### src/rtl/buffer_seq_ctrl_if.sv
// Control and status bundle between the layer-pass sequencer, its requester
// and the tapped delay buffer it steers.
interface buffer_seq_ctrl_if #(parameter int CNT_W = 16);
  logic             start;
  logic [2:0]       layer;
  logic [CNT_W-1:0] num_samples;
  logic             abort;
  logic [1:0]       s5;
  logic [1:0]       s6;
  logic             feed_en;
  logic             out_valid;
  logic             busy;
  logic             done;
  logic             err;

  modport master (
    output start, layer, num_samples, abort,
    input  s5, s6, feed_en, out_valid, busy, done, err
  );

  modport slave (
    input  start, layer, num_samples, abort,
    output s5, s6, feed_en, out_valid, busy, done, err
  );
endinterface

### src/rtl/buffer_seq_ctrl.sv
// Sequencer for one layer pass through a tapped delay buffer: selects the tap,
// gates sample feeding and flags the window where delayed samples are valid.
module buffer_seq_ctrl #(
  parameter int CNT_W = 16
) (
  input  logic             clk,
  input  logic             rst,
  buffer_seq_ctrl_if.slave bus
);
  localparam int CW = CNT_W + 1;

  typedef enum logic [1:0] {IDLE, RUN, FINISH} state_t;

  typedef struct packed {
    logic       legal;
    logic [1:0] s5;
    logic [1:0] s6;
    logic [5:0] lat;
  } layer_cfg_t;

  // LAT is the tap index plus three: shift stage, tap register, output register.
  function automatic layer_cfg_t decode_layer(input logic [2:0] code);
    layer_cfg_t cfg;
    cfg = '{legal: 1'b1, s5: 2'b00, s6: 2'b00, lat: 6'd0};
    case (code)
      3'd0:    begin cfg.s5 = 2'b00; cfg.s6 = 2'b00; cfg.lat = 6'd23; end
      3'd1:    begin cfg.s5 = 2'b01; cfg.s6 = 2'b00; cfg.lat = 6'd38; end
      3'd2:    begin cfg.s5 = 2'b10; cfg.s6 = 2'b00; cfg.lat = 6'd56; end
      3'd3:    begin cfg.s5 = 2'b00; cfg.s6 = 2'b01; cfg.lat = 6'd8;  end
      3'd4:    begin cfg.s5 = 2'b00; cfg.s6 = 2'b10; cfg.lat = 6'd20; end
      3'd5:    begin cfg.s5 = 2'b00; cfg.s6 = 2'b11; cfg.lat = 6'd23; end
      default: cfg.legal = 1'b0;
    endcase
    return cfg;
  endfunction

  state_t        state_q, state_d;
  logic [CW-1:0] cyc_q, cyc_d;
  logic [CW-1:0] n_q, n_d;
  logic [5:0]    lat_q, lat_d;
  logic [1:0]    s5_q, s5_d, s6_q, s6_d;
  logic          feed_en_q, feed_en_d;
  logic          out_valid_q, out_valid_d;
  logic          busy_q, busy_d;
  logic          done_q, done_d;
  logic          err_q, err_d;
  layer_cfg_t    cfg;
  logic [CW-1:0] last_cyc;
  logic [CW-1:0] win_lo, win_hi;

  assign cfg      = decode_layer(bus.layer);
  assign last_cyc = CW'(lat_q) + n_q - CW'(1);

  // NOTE: every signal written here gets a default first so no path leaves it
  // unassigned, which would otherwise infer a latch.
  always_comb begin
    state_d = state_q;
    cyc_d   = cyc_q;
    n_d     = n_q;
    lat_d   = lat_q;
    s5_d    = s5_q;
    s6_d    = s6_q;
    done_d  = 1'b0;
    err_d   = 1'b0;

    case (state_q)
      IDLE: begin
        // abort is deliberately not looked at here, so start wins when both are high.
        if (bus.start) begin
          if (!cfg.legal) begin
            err_d = 1'b1;
          end else begin
            s5_d = cfg.s5;
            s6_d = cfg.s6;
            if (bus.num_samples == '0) begin
              done_d = 1'b1;
            end else begin
              state_d = RUN;
              cyc_d   = '0;
              n_d     = CW'(bus.num_samples);
              lat_d   = cfg.lat;
            end
          end
        end
      end
      RUN: begin
        if (bus.abort) begin
          state_d = IDLE;
          cyc_d   = '0;
        end else if (cyc_q == last_cyc) begin
          state_d = FINISH;
          cyc_d   = '0;
          done_d  = 1'b1;
        end else begin
          cyc_d = cyc_q + CW'(1);
        end
      end
      FINISH: begin
        state_d = IDLE;
        cyc_d   = '0;
      end
      default: begin
        state_d = IDLE;
        cyc_d   = '0;
      end
    endcase
  end

  // Outputs are registered, so they are decoded from the next-state values.
  assign win_lo = CW'(lat_d);
  assign win_hi = CW'(lat_d) + n_d;

  always_comb begin
    feed_en_d   = (state_d == RUN) && (cyc_d < n_d);
    out_valid_d = (state_d == RUN) && (cyc_d >= win_lo) && (cyc_d < win_hi);
    busy_d      = (state_d != IDLE);
  end

  // NOTE: sequential state uses non-blocking assignments so every register
  // samples the pre-edge values regardless of statement order.
  always_ff @(posedge clk or negedge rst) begin
    if (!rst) begin
      state_q     <= IDLE;
      cyc_q       <= '0;
      n_q         <= '0;
      lat_q       <= '0;
      s5_q        <= 2'b00;
      s6_q        <= 2'b00;
      feed_en_q   <= 1'b0;
      out_valid_q <= 1'b0;
      busy_q      <= 1'b0;
      done_q      <= 1'b0;
      err_q       <= 1'b0;
    end else begin
      state_q     <= state_d;
      cyc_q       <= cyc_d;
      n_q         <= n_d;
      lat_q       <= lat_d;
      s5_q        <= s5_d;
      s6_q        <= s6_d;
      feed_en_q   <= feed_en_d;
      out_valid_q <= out_valid_d;
      busy_q      <= busy_d;
      done_q      <= done_d;
      err_q       <= err_d;
    end
  end

  assign bus.s5        = s5_q;
  assign bus.s6        = s6_q;
  assign bus.feed_en   = feed_en_q;
  assign bus.out_valid = out_valid_q;
  assign bus.busy      = busy_q;
  assign bus.done      = done_q;
  assign bus.err       = err_q;
endmodule

### src/flat_wrapper.sv
// flat-port wrapper written by rule: the top's interface ports become plain ports
module buffer_seq_ctrl_flat 
#(
  parameter int CNT_W = 16
)
  (clk, rst, bus_start, bus_layer, bus_num_samples, bus_abort, bus_s5, bus_s6, bus_feed_en, bus_out_valid, bus_busy, bus_done, bus_err);
  buffer_seq_ctrl_if #(.CNT_W(CNT_W)) bus_i ();
  input  logic clk;
  input  logic rst;
  input wire logic [$bits(bus_i.start)-1:0] bus_start;
  input wire logic [$bits(bus_i.layer)-1:0] bus_layer;
  input wire logic [$bits(bus_i.num_samples)-1:0] bus_num_samples;
  input wire logic [$bits(bus_i.abort)-1:0] bus_abort;
  output wire logic [$bits(bus_i.s5)-1:0] bus_s5;
  output wire logic [$bits(bus_i.s6)-1:0] bus_s6;
  output wire logic [$bits(bus_i.feed_en)-1:0] bus_feed_en;
  output wire logic [$bits(bus_i.out_valid)-1:0] bus_out_valid;
  output wire logic [$bits(bus_i.busy)-1:0] bus_busy;
  output wire logic [$bits(bus_i.done)-1:0] bus_done;
  output wire logic [$bits(bus_i.err)-1:0] bus_err;
  assign bus_i.start = bus_start;
  assign bus_i.layer = bus_layer;
  assign bus_i.num_samples = bus_num_samples;
  assign bus_i.abort = bus_abort;
  assign bus_s5 = bus_i.s5;
  assign bus_s6 = bus_i.s6;
  assign bus_feed_en = bus_i.feed_en;
  assign bus_out_valid = bus_i.out_valid;
  assign bus_busy = bus_i.busy;
  assign bus_done = bus_i.done;
  assign bus_err = bus_i.err;
  buffer_seq_ctrl #(.CNT_W(CNT_W)) u_core (.clk(clk), .rst(rst), .bus(bus_i));
endmodule
### config.mk
export PLATFORM = sky130hd
export DESIGN_NAME = buffer_seq_ctrl_flat
export DESIGN_NICKNAME = d
export VERILOG_FILES = /design/src/rtl/buffer_seq_ctrl_if.sv /design/src/rtl/buffer_seq_ctrl.sv /design/src/flat_wrapper.sv
export SDC_FILE = /design/constraint.sdc
export NUM_CORES = 1
export LEC_CHECK = 0
export CAP_MARGIN = 30
export CORE_MARGIN = 2
export CORE_UTILIZATION = 61
export CTS_CLUSTER_DIAMETER = 120
export DETAILED_ROUTE_END_ITERATION = 6
export GPL_TIMING_DRIVEN = 0
export HOLD_SLACK_MARGIN = 0.12
export PLACE_DENSITY = 0.82
export SYNTH_ARGS = -nofsm -noshare
export SYNTH_HDL_FRONTEND = slang
export SYNTH_SLANG_ARGS = --single-unit
### constraint.sdc
create_clock -name clk -period 6.5 [get_ports clk]
set_input_delay 1.3 -clock clk [delete_from_list [all_inputs] [get_ports clk]]
set_output_delay 1.3 -clock clk [all_outputs]
set_load 0.03 [all_outputs]
==> results.ini <==
[timing]
fin_crit_ps = 6250
finalCritPeriodShare = 0.961
setup_violations = 0
max_freq_ghz = 0.160
slew_headroom = 0.456
skew_ps = 14.4
hold_viol = 0
slew_viol_final = 0
worst_pin_slew_ps = 809

[routing]
drtIter0Drc = 348
post_drt_wl_per_cell_um = 17.8
avgViaCountPerCell = 6.22
vias = 4588
ant_nets = 0
dr.pass1.iters = 5
drc = 0
wl_mm = 13.1

[pwr]
powerDensity_nw_per_um2 = 302
leakage_nw = 2.78
vdd_drop_max_mv = 0.155

[worst_setup_path]
cp.arrival_ps = 6420
r2r_cells = 28
cp_max_fo = 10
r2r-end = u_core.bus.feed_en
crit_start = bus_num_samples[10]
endpoint = u_core.bus.out_valid
reg2reg_slack_ps = 460
worstSetupPathType = in -> reg
critPathBufInv = 4
crit_required_ps = 6670
r2r_start = u_core.n_q[1]
cp-start-kind = primary input
slowest_stage = clkdlybuf4s50_1
path_delay_family = simple AND/OR/NAND/NOR gates
crit_cells = 27
end_kind = register
crit_path_max_incr_delay_ps = 480

[job]
maxCapViolations = 0

[logic_synthesis]
yosys.area_share.adder = 0.175
synth-edff-count = 0
syn_nets = 684
postSynthCellCount = 593
synth-simple-area-share = 0.174
synth.distinct_cells = 62
ys_seq_elements = 51
async_reset_ff_frac = 1.00
synth_ff_type = dfrtp_1
synth_compound_area_frac = 0.210
synth_top_family_by_area = compound AO/OA/AOI/OAI gates
syn_area_per_cell_um2 = 8.33
synth_xor_area_frac = 0.0798
syn-cell-area_um2 = 4940
synth-seq-area-share = 0.258
yosys_warnings = 0
muxShareOfSynthArea = 0.0367

[final_layout]
synthToLayoutAreaGrowth_pct = 13.4
design_area_um2 = 5600
final_cells = 738
antennaDiodeCount = 0
fin_util = 0.721
drive_gt1_frac = 0.0708
final_nets = 726

[place]
dpl_cell_area_um2 = 5380
placedCellCount = 726
port_buffers = 30
hpwl_mm = 10.5
gp_congestion = 0.941

[global_route]
grt.overflow.total = 0
grt_max_degree = 32
grt_pass1_vias = 4575
grt_antenna_before_repair = 0
grt_first_pass_wirelength_mm = 21.6
grt_util_all_layers = 0.309

[clock_network]
clock_path_buffers = 2
h-tree-depth = 2
cts.sinks = 51
cts.reportedPaths.clkPinSlew_ps = 90
clk_latency_ps = 310
cts_made_buffers = 5
hold_buffers = 0
root_buffer = clkbuf_8
cts_tree = built

[floorplanning]
row_count = 32
core_um2 = 7770
ioPinCount = 32
initial_core_util = 0.636
die_x_um = 94.0
dieArea_um2 = 8830
die_y_um = 94.0

[worst_hold_path]
hold_class = reg -> reg

[run_status]
status = completed

==> flip-flops by register name, summed over array words and instances, names as in the netlist <==
signal                flops
u_core.bus.done           1
u_core.bus.err            1
u_core.lat_q              6
u_core.bus.feed_en        1
u_core.bus.s5             2
u_core.bus.out_valid      1
u_core.bus.busy           1
u_core.cyc_q             17
u_core.bus.s6             2
u_core.state_q            2
u_core.n_q               17
==> Yosys cell counts (all sizes together), types with 6 or more instances <==
master,n,area (um^2)
mux2i,17,170
xnor2,31,272
a21oi,40,211
a21o,22,165
nand2b,6,37.5
buf,8,37.5
o31ai,8,60.1
nor3,9,45.0
inv,66,248
clkbuf,10,37.5
a211oi,6,45.0
xor2,14,123
nor2,39,146
nand2,49,184
o21ai,30,150
ha,66,826
nand4,16,100
and3,7,43.8
dfrtp,51,1280
nand3,18,90.1
o211ai,6,45.0
==> through the flow <==
stage          setup TNS (ps)  worst slack, ps  total power, W  hold slack (ps)
2_1_floorplan               0              389         0.00121              496
3_5_place_dp            -1850            -1740         0.00147              491
5_1_grt                 -76.7            -76.7         0.00184              530
3_3_place_gp            -1590            -1590         0.00142              479
4_1_cts                     0             15.7         0.00166              517
6_report                    0              252         0.00169              517
==> worst register-to-register path, delay by kind of cell (launching register included) <==
family | cells | cell delay, ps
AO/OA/AOI/OAI | 14 | 3040
flip-flops | 1 | 360
adder cells (fa/ha/maj) | 4 | 1020
buffers and inverters | 5 | 670
AND/OR/NAND/NOR | 5 | 860
==> cell families after synthesis <==
family | after synthesis
AOI/OAI and AO/OA | 152
xor gates and xnor gates | 45
adders and majority gates | 68
buffers and inverters | 84
DFF | 51
muxes | 18
and+or+nand+nor | 175
==> power by group <==
group | switching, W | leakage (nW) | internal (W)
Sequential | 0.0000410 | 0.654 | 0.000360
Combinational | 0.000661 | 2.08 | 0.000444
Clock | 0.000109 | 0.0412 | 0.0000756
Total | 0.000811 | 2.78 | 0.000880
==> layout make-up <==
cell class                 count  area [um^2]
inverter                      66          248
clock buffer                   6         72.6
buffer                        17         76.3
clock inverter                 2         12.5
sequential                    51         1280
multi-input combinational    458         3430
tap                          102          128
fill                         587         2170
timing repair buffer          36          357
==> how the worst min path moves through the flow <==
stage                      startpoint               end  slack [ps]  cells past startpoint
floorplan           u_core.state_q[1]   u_core.cyc_q[2]         500                      1
global placement     u_core.bus.s5[0]  u_core.bus.s5[0]         480                      1
detailed placement   u_core.bus.s5[0]  u_core.bus.s5[0]         490                      1
CTS                  u_core.bus.s5[0]  u_core.bus.s5[0]         520                      1
global route         u_core.bus.s5[0]  u_core.bus.s5[0]         530                      1
finish               u_core.bus.s5[0]  u_core.bus.s5[0]         520                      1
==> cells in the final DEF, fill, tap and decap left out, types with 21 or more instances in the layout <==
cell type        Yosys  routed
a21o_1              22      21
clkdlybuf4s50_1      0      29
nor2_1              39      39
nand2_1             49      48
dfrtp_1             51      51
xnor2_1             31      31
ha_1                66      65
inv_1               66      66
o21ai_0             29      26
a21oi_1             37      34
==> routing by layer <==
layer / up-vias / wire, um / track usage / part of all wire
met5: - / 0 / 0 / 0
met4: 0 / 351 / 0.110 / 0.027
met3: 30 / 803 / 0.0321 / 0.061
met2: 181 / 6170 / 0.510 / 0.47
met1: 2172 / 5780 / 0.422 / 0.44
li1: 2205 / - / - / -
==> timing repair <==
item,in CTS,in global routing
setup endpoints to repair,1,2
setup buffers,4,1
gates resized for setup,5,21
pin swaps,2,1
No activity file was read; power rests on OpenSTA's default activity.
